**src/rtl/acc_host_driver.sv**
```systemverilog
// acc_host_driver
//   Host-side sequencer for a byte-serial divide accelerator. A 16/16 division
//   job is accepted on the request handshake. Four operand bytes are streamed to
//   the accelerator, four result bytes are popped back, and the quotient and
//   remainder are presented on the response handshake. If the accelerator stays
//   idle for too long, the job is aborted and flagged with RespErr.
//
// Ports
//   clk, RstN                              clock; asynchronous active-low reset
//   ReqValid, ReqReady, Dividend, Divisor  job request handshake and operands
//   StartData, ReadyToAccept, BusDataIn    operand byte stream to the accelerator
//   OutBuffFull, ReceiveData, BusDataOut   result byte stream from the accelerator
//   RespValid, RespReady, Q, R, RespErr    result handshake, quotient, remainder,
//                                          timeout flag
module acc_host_driver #(
    parameter int TIMEOUT = 1023
) (
    input  logic        clk,
    input  logic        RstN,
    input  logic        ReqValid,
    output logic        ReqReady,
    input  logic [15:0] Dividend,
    input  logic [15:0] Divisor,
    output logic        StartData,
    input  logic        ReadyToAccept,
    output logic [7:0]  BusDataIn,
    input  logic        OutBuffFull,
    output logic        ReceiveData,
    input  logic [7:0]  BusDataOut,
    output logic        RespValid,
    input  logic        RespReady,
    output logic [15:0] Q,
    output logic [15:0] R,
    output logic        RespErr
);

    localparam int             CW   = (TIMEOUT < 1) ? 1 : $clog2(TIMEOUT + 1);
    localparam logic [CW-1:0]  TMAX = CW'(TIMEOUT);

    typedef enum logic [1:0] {
        IDLE = 2'd0,
        SEND = 2'd1,
        RECV = 2'd2,
        DONE = 2'd3
    } state_t;

    state_t         state, state_nxt;
    logic [15:0]    job_dd, job_dv;
    logic [1:0]     idx;
    logic [CW-1:0]  tcnt;
    logic [15:0]    q_val, r_val;
    logic           err_flag;
    logic           rd;

    logic           accept, send_xfer, recv_cap, last_byte, timed_out;

    assign accept    = (state == IDLE) && ReqValid;
    assign send_xfer = (state == SEND) && ReadyToAccept;
    // a result byte is taken in the cycle ReceiveData is high
    assign recv_cap  = (state == RECV) && rd;
    assign last_byte = (idx == 2'd3);
    // idle cycle with the counter already at the limit: abort at this edge
    assign timed_out = (((state == SEND) && !ReadyToAccept) ||
                        ((state == RECV) && !rd)) && (tcnt == TMAX);

    // ---------------------------------------------------------------- FSM
    always_ff @(posedge clk or negedge RstN) begin
        if (!RstN) state <= IDLE;
        else       state <= state_nxt;
    end

    always_comb begin
        state_nxt = state;
        case (state)
            IDLE: if (accept) state_nxt = SEND;
            SEND: begin
                if (send_xfer && last_byte) state_nxt = RECV;
                else if (timed_out)         state_nxt = DONE;
            end
            RECV: begin
                if (recv_cap && last_byte) state_nxt = DONE;
                else if (timed_out)        state_nxt = DONE;
            end
            DONE: if (RespReady) state_nxt = IDLE;
            default: state_nxt = IDLE;
        endcase
    end

    // ----------------------------------------------------------- datapath
    always_ff @(posedge clk or negedge RstN) begin
        if (!RstN) begin
            job_dd   <= '0;
            job_dv   <= '0;
            idx      <= '0;
            tcnt     <= '0;
            q_val    <= '0;
            r_val    <= '0;
            err_flag <= 1'b0;
            rd       <= 1'b0;
        end else begin
            rd <= 1'b0;
            case (state)
                IDLE: begin
                    if (accept) begin
                        job_dd   <= Dividend;
                        job_dv   <= Divisor;
                        idx      <= '0;
                        tcnt     <= '0;
                        q_val    <= '0;
                        r_val    <= '0;
                        err_flag <= 1'b0;
                    end
                end
                SEND: begin
                    if (send_xfer) begin
                        // 2-bit index wraps to 0 after the fourth byte
                        idx  <= idx + 2'd1;
                        tcnt <= '0;
                    end else if (timed_out) begin
                        tcnt     <= '0;
                        err_flag <= 1'b1;
                        q_val    <= '0;
                        r_val    <= '0;
                    end else begin
                        tcnt <= tcnt + CW'(1);
                    end
                end
                RECV: begin
                    // one-cycle pop, never back to back; suppressed when aborting
                    rd <= OutBuffFull && !rd && !timed_out;
                    if (recv_cap) begin
                        case (idx)
                            2'd0:    q_val[7:0]  <= BusDataOut;
                            2'd1:    q_val[15:8] <= BusDataOut;
                            2'd2:    r_val[7:0]  <= BusDataOut;
                            default: r_val[15:8] <= BusDataOut;
                        endcase
                        idx  <= idx + 2'd1;
                        tcnt <= '0;
                    end else if (timed_out) begin
                        // drop any partially collected result
                        tcnt     <= '0;
                        err_flag <= 1'b1;
                        q_val    <= '0;
                        r_val    <= '0;
                    end else begin
                        tcnt <= tcnt + CW'(1);
                    end
                end
                default: ;
            endcase
        end
    end

    // ------------------------------------------------------------ outputs
    always_comb begin
        BusDataIn = '0;
        if (state == SEND) begin
            case (idx)
                2'd0:    BusDataIn = job_dd[7:0];
                2'd1:    BusDataIn = job_dd[15:8];
                2'd2:    BusDataIn = job_dv[7:0];
                default: BusDataIn = job_dv[15:8];
            endcase
        end
    end

    assign ReqReady    = (state == IDLE);
    assign StartData   = (state == SEND);
    assign RespValid   = (state == DONE);
    assign ReceiveData = rd;
    assign Q           = q_val;
    assign R           = r_val;
    assign RespErr     = err_flag;

    // ---------------------------------------------------------- properties
    a_rd_single : assert property (@(posedge clk) disable iff (!RstN)
        ReceiveData |=> !ReceiveData);
    a_rd_not_in_send : assert property (@(posedge clk) disable iff (!RstN)
        StartData |-> !ReceiveData);
    a_resp_hold : assert property (@(posedge clk) disable iff (!RstN)
        (RespValid && !RespReady) |=> (RespValid && $stable(Q) && $stable(R) && $stable(RespErr)));

endmodule

```
**config.mk**
```make
export PLATFORM = sky130hd
export DESIGN_NAME = acc_host_driver
export DESIGN_NICKNAME = d
export VERILOG_FILES = /design/src/rtl/acc_host_driver.sv
export SDC_FILE = /design/constraint.sdc
export NUM_CORES = 1
export LEC_CHECK = 0
export CAP_MARGIN = 20
export CORE_MARGIN = 2
export CORE_UTILIZATION = 55
export DETAILED_ROUTE_END_ITERATION = 10
export PLACE_DENSITY = 0.9
export SYNTH_ARGS = -nofsm -noshare
export SYNTH_HDL_FRONTEND = slang
export SYNTH_SLANG_ARGS = --single-unit
```
**constraint.sdc**
```tcl
create_clock -name clk -period 3.35 [get_ports clk]
set_clock_uncertainty 0.05 [all_clocks]
set_input_delay 0.67 -clock clk [delete_from_list [all_inputs] [get_ports clk]]
set_output_delay 0.67 -clock clk [all_outputs]
set_load 0.02 [all_outputs]
```
# Word-level counts from Yosys, hierarchy flattened

Index checks and enable logic that the tools add are counted.

Register bits after elaboration: 80
Word-level logic and storage cells: 93
Input port bits: 46
Output and inout bits: 45

Reduce and logical (&&, ||, !) cells: 27
Add/sub/neg operators: 2
Muxes and demuxes: 36
Eq/ne operators: 17

Operators with widths:

| operator              | count |
|---|---|
| $mux 16               | 7 |
| $pmux 16 s3           | 2 |
| $mux 10               | 4 |
| $mux 8                | 5 |
| $pmux 10 s3           | 1 |
| $pmux 8 s3            | 1 |
| $reduce_and 4->1      | 6 |
| $mux 2                | 8 |
| $add 10x1->10 const B | 1 |
| $eq 10x10->1 const B  | 1 |
| $logic_and 1x1->1     | 10 |
| $ne 3x2->1 const B    | 3 |
| $eq 2x2->1 const B    | 4 |
| $pmux 2 s4            | 1 |
| $ne 2x1->1 const B    | 3 |
| $ne 2x2->1 const B    | 3 |
| $pmux 2 s3            | 1 |
| $reduce_and 2->1      | 3 |
| $mux 1                | 5 |
| $eq 2x1->1 const B    | 2 |
| $logic_not 2->1       | 2 |
| $logic_not 1->1       | 3 |
| $ne 3x3->1 const B    | 1 |
| $pmux 1 s3            | 1 |
| other kinds (4)       | 4 |

# Longest topological paths before layout

Depth after elaboration: 7
Mapped depth: 8
Gate-level depth less buffers: 6

# Least setup slack after synthesis

OpenSTA, ideal clock, no wires.

Path kind: register -> output
Start point: reg state[1]
End point: out BusDataIn[0]
Stages on the path, launching flop included: 6
Arrival: 1.687 ns
Path slack: 0.943 ns
Buffers on the path: 2
Data required time: 2.630 ns
Cell sequence: dfrtp_1 > inv_1 > ha_1 > clkbuf_1 > clkbuf_1 > o211a_1

Cells in the longest elaborated chain, start to end: 2

Ends and longest elaborated chain:

| item                     | RTL line | source |
|---|---|---|
| start: declaration       | 47       | `state_t state, state_nxt;` |
| start signal: assignment | 69       | `else state <= state_nxt;` |
| $eq 2x1->1               | --       |  |
| via StartData            | 24       | `output logic StartData,` |
| $mux 8                   | 158      | `if (state == SEND) begin` |
| end: declaration         | 26       | `output logic [7:0] BusDataIn,` |

The timed path passes the listed nets, and every way through them passes these cells.

# Worst setup path in the final report

Start point: reg idx[0]
End point: out BusDataIn[4]

Cells in the longest elaborated chain, start to end: 3
Elaborated cells between the ends (all ways): 5
Those cells by class: eq/ne (2); mux (2); reduce/logical (1)

Ends and longest elaborated chain:

| item                                     | RTL line | source |
|---|---|---|
| start: declaration                       | 49       | `logic [1:0] idx;` |
| start signal: assignment                 | 117      | `idx <= idx + 2'd1;` |
| start signal: assignment                 | 138      | `idx <= idx + 2'd1;` |
| $eq 2x2->1, or another cell as far along | 159      | `case (idx)` |
| $pmux 8 s3 *                             | 159      |  |
| $mux 8 *                                 | 158      |  |

Mark *: on every way between the ends. The rest lies on a longest branch, timed or not.

==> results.py <==
metrics = {
    "cts": {
        "cts-htree-levels": 3,
        "clock_latency_ns": 0.36,
        "post_cts_buffers": 0,
        "clock_sinks": 80,
        "tritoncts": "yes",
        "cts-root-buf": "clkbuf_8",
        "numCtsBuffers": 9,
        "clk_pin_slew_worst_paths_ns": 0.09,
        "clockBufferDepth": 2,
    },
    "setup_path": {
        "critPathKind": "flop to output pin",
        "reg2reg_depth": 7,
        "required_ns": 2.63,
        "cp_max_fo": 10,
        "crit_slowest_cell": "clkdlybuf4s50_1",
        "cp-start-kind": "flop",
        "end_kind": "output pin",
        "cp_data_arrival_time_ns": 2.48,
        "cp_cell_sequence": "inv_1 > ha_1 > a222oi_1 > nand2_1 > o211a_1 > clkdlybuf4s50_1",
        "critPathMaxStageDelay_ns": 0.54,
    },
    "finish": {
        "drive_gt1_frac": 0.153,
        "fillerInstances": 521,
        "antenna_cells": 0,
        "area_delta_synth_final_pct": 27.9,
        "most-common-layout-cells": "clkdlybuf4s50_1, dfrtp_1, o31ai_1, o2bb2ai_1, mux2_2",
        "mostFrequentLayoutCell": "clkdlybuf4s50_1",
        "nets": 491,
    },
    "drt": {
        "drt_iter0_drc": 241,
        "postRouteAntennaNets": 0,
        "routed_wirelength_mm": 10.1,
        "routedWlPerCell_um": 18.7,
        "vias_per_cell": 6.25,
        "vias": 3363,
        "drc": 0,
        "dr.pass1.iters": 5,
    },
    "sta": {
        "max_freq_mhz": 312,
        "finalMaxSlewViolations": 0,
        "finalCritPeriodShare": 0.955,
        "post-route-min-period_ns": 3.20,
        "setup_violations": 0,
        "layout_setup_ws_ns": 0.149,
        "setup_tns_ns": 0,
        "final_hold_viol_count": 0,
        "grt_setup_unrepaired": "false",
        "tightestPinTransition_ns": 0.854,
        "worst_slew_margin_rel": 0.430,
    },
    "job": {
        "maxCapViolCount": 0,
    },
    "global_routing": {
        "grtUsageTotal": 0.253,
        "grt_start_max_net_pins": 81,
        "antenna_found_initial": 0,
        "grt_pass1_vias": 3399,
        "grt_pass1_wl_mm": 16.6,
        "grt_overflow": 0,
    },
    "pwr": {
        "p_leak_nw": 2.14,
        "ir_drop_mv": 0.504,
        "power_density_nw_per_um2": 766,
    },
    "die": {
        "core_area_um2": 7250,
        "die_x_um": 90.6,
        "initial_core_util": 0.569,
        "die_height_um": 90.6,
        "die_area_um2": 8210,
        "ios": 91,
        "rows": 31,
    },
    "yosys": {
        "synth_edf_count": 0,
        "synth_warnings": 0,
        "netlist_instances": 352,
        "ys_ff_latch": 80,
        "synth_flop_cell": "dfrtp_1",
        "synth_cell_types": 43,
        "synth_area_per_cell_um2": 11.7,
        "synthArstFlopShare": 1.00,
        "syn_area_um2": 4120,
        "syn_nets": 409,
        "yosysSeqAreaShare": 0.485,
    },
    "place": {
        "gp_congestion": 0.855,
        "io_buffers": 90,
        "dp_hpwl_mm": 7.02,
        "place_ws_ns": 0.474,
    },
    "min_path": {
        "hp-class": "input pin to asynchronous set/reset pin",
    },
    "status": {
        "run_status": "finished, final reports clean",
    },
}
[per-stage QoR]
stage          cell area (µm²)   util  cells  hold WS (ns)  power (mW)
5_1_grt                   5280  0.727    538         0.263        4.28
3_5_place_dp              5070  0.699    521         0.424        3.34
6_report                  5280  0.727    538         0.223        4.04
4_1_cts                   5250  0.724    537         0.449        4.02
3_3_place_gp              5070  0.699    521         0.426        3.26
2_1_floorplan             4120      -    352         0.324        2.77
[worst max-delay path, delay by kind of cell, from the launching register on]
| kind | cells | cell delay, ns |
|---|---|---|
| AO/OA/AOI/OAI | 2 | 0.59 |
| buffers and inverters | 2 | 0.65 |
| AND/OR/NAND/NOR | 1 | 0.11 |
| adder cells (fa/ha/maj) | 1 | 0.36 |
| flip-flops | 1 | 0.41 |
[final cells by class]
| class | instances | area [µm²] | share of cell area |
|---|---|---|---|
| tap | 99 | 124 | 0.0235 |
| sequential | 80 | 2000 | 0.379 |
| clock buffer | 9 | 124 | 0.0235 |
| inverter | 10 | 37.5 | 0.00711 |
| timing repair buffer | 93 | 933 | 0.177 |
| multi-input combinational | 240 | 1990 | 0.378 |
| clock inverter | 7 | 62.6 | 0.0119 |
[registers in the layout, indices dropped and copies added (netlist names)]
register and flops:
tcnt 10, R 16, ReceiveData 1, idx 2, state 2, job_dd 16
Q 16, job_dv 16, RespErr 1
[path summary, 6_finish.rpt]
kind	slack (ns)	to	start
max	0.15	BusDataIn[4]	idx[0]$_DFFE_PN0P_
min	0.22	R[6]$_DFFE_PN0P_	RstN
max in group asynchronous	2.44	job_dv[10]$_DFFE_PN0P_	RstN
min reg2reg	0.44	Q[3]$_DFFE_PN0P_	Q[3]$_DFFE_PN0P_
max reg2reg	0.61	Q[8]$_DFFE_PN0P_	state[0]$_DFFE_PN0P_
min in group clk	0.44	Q[3]$_DFFE_PN0P_	Q[3]$_DFFE_PN0P_
[logic make-up (layout without fill, tap and decap cells)]
kind of cell	Yosys count	count (layout)	share of synthesized area
flip-flops	80	80	0.485
multiplexers	35	35	0.0947
XOR/XNOR	6	6	0.0127
AND/OR/NAND/NOR	74	74	0.0907
buffers and inverters	32	119	0.0349
adder cells (fa/ha/maj)	11	11	0.0334
AO/OA/AOI/OAI	114	114	0.248
[synth_stat cells (3+ instances only)]
| cell | n | area (µm²) |
|---|---|---|
| xnor2_1 | 5 | 43.8 |
| nand4_1 | 4 | 25.0 |
| o2bb2ai_1 | 32 | 280 |
| a222oi_1 | 8 | 80.1 |
| dfrtp_1 | 80 | 2000 |
| nand3_1 | 5 | 25.0 |
| buf_2 | 7 | 35.0 |
| nor4_1 | 3 | 18.8 |
| buf_1 | 4 | 15.0 |
| a21oi_1 | 15 | 75.1 |
| nor2_1 | 9 | 33.8 |
| mux2i_1 | 3 | 30.0 |
| o2111ai_2 | 4 | 60.1 |
| buf_4 | 4 | 30.0 |
| clkbuf_1 | 7 | 26.3 |
| ha_1 | 11 | 138 |
| a2111oi_4 | 4 | 110 |
| nand2_1 | 29 | 109 |
| mux2_2 | 32 | 360 |
| inv_1 | 9 | 33.8 |
| o31ai_1 | 34 | 255 |
| o211a_1 | 8 | 80.1 |
| nand2b_1 | 11 | 68.8 |
[repair_timing]
action / in CTS / in global routing
hold buffers: 0 / 0
setup endpoints to repair: 0 / 2
gates resized for setup: 0 / 1
[report_power, final]
part	total (mW)	switching [mW]	internal, mW
Sequential	1.34	0.143	1.19
Clock	0.678	0.395	0.283
Combinational	2.03	1.17	0.857
[routing by layer]
layer | vias to the layer above | routed length, µm | GRT usage
met5 | - | 0 | 0
met4 | 0 | 180 | 0.0859
met1 | 1637 | 4130 | 0.325
met3 | 20 | 819 | 0.0634
li1 | 1525 | - | -
met2 | 181 | 4950 | 0.419
Note: power is estimated with default switching activity, not from simulation.
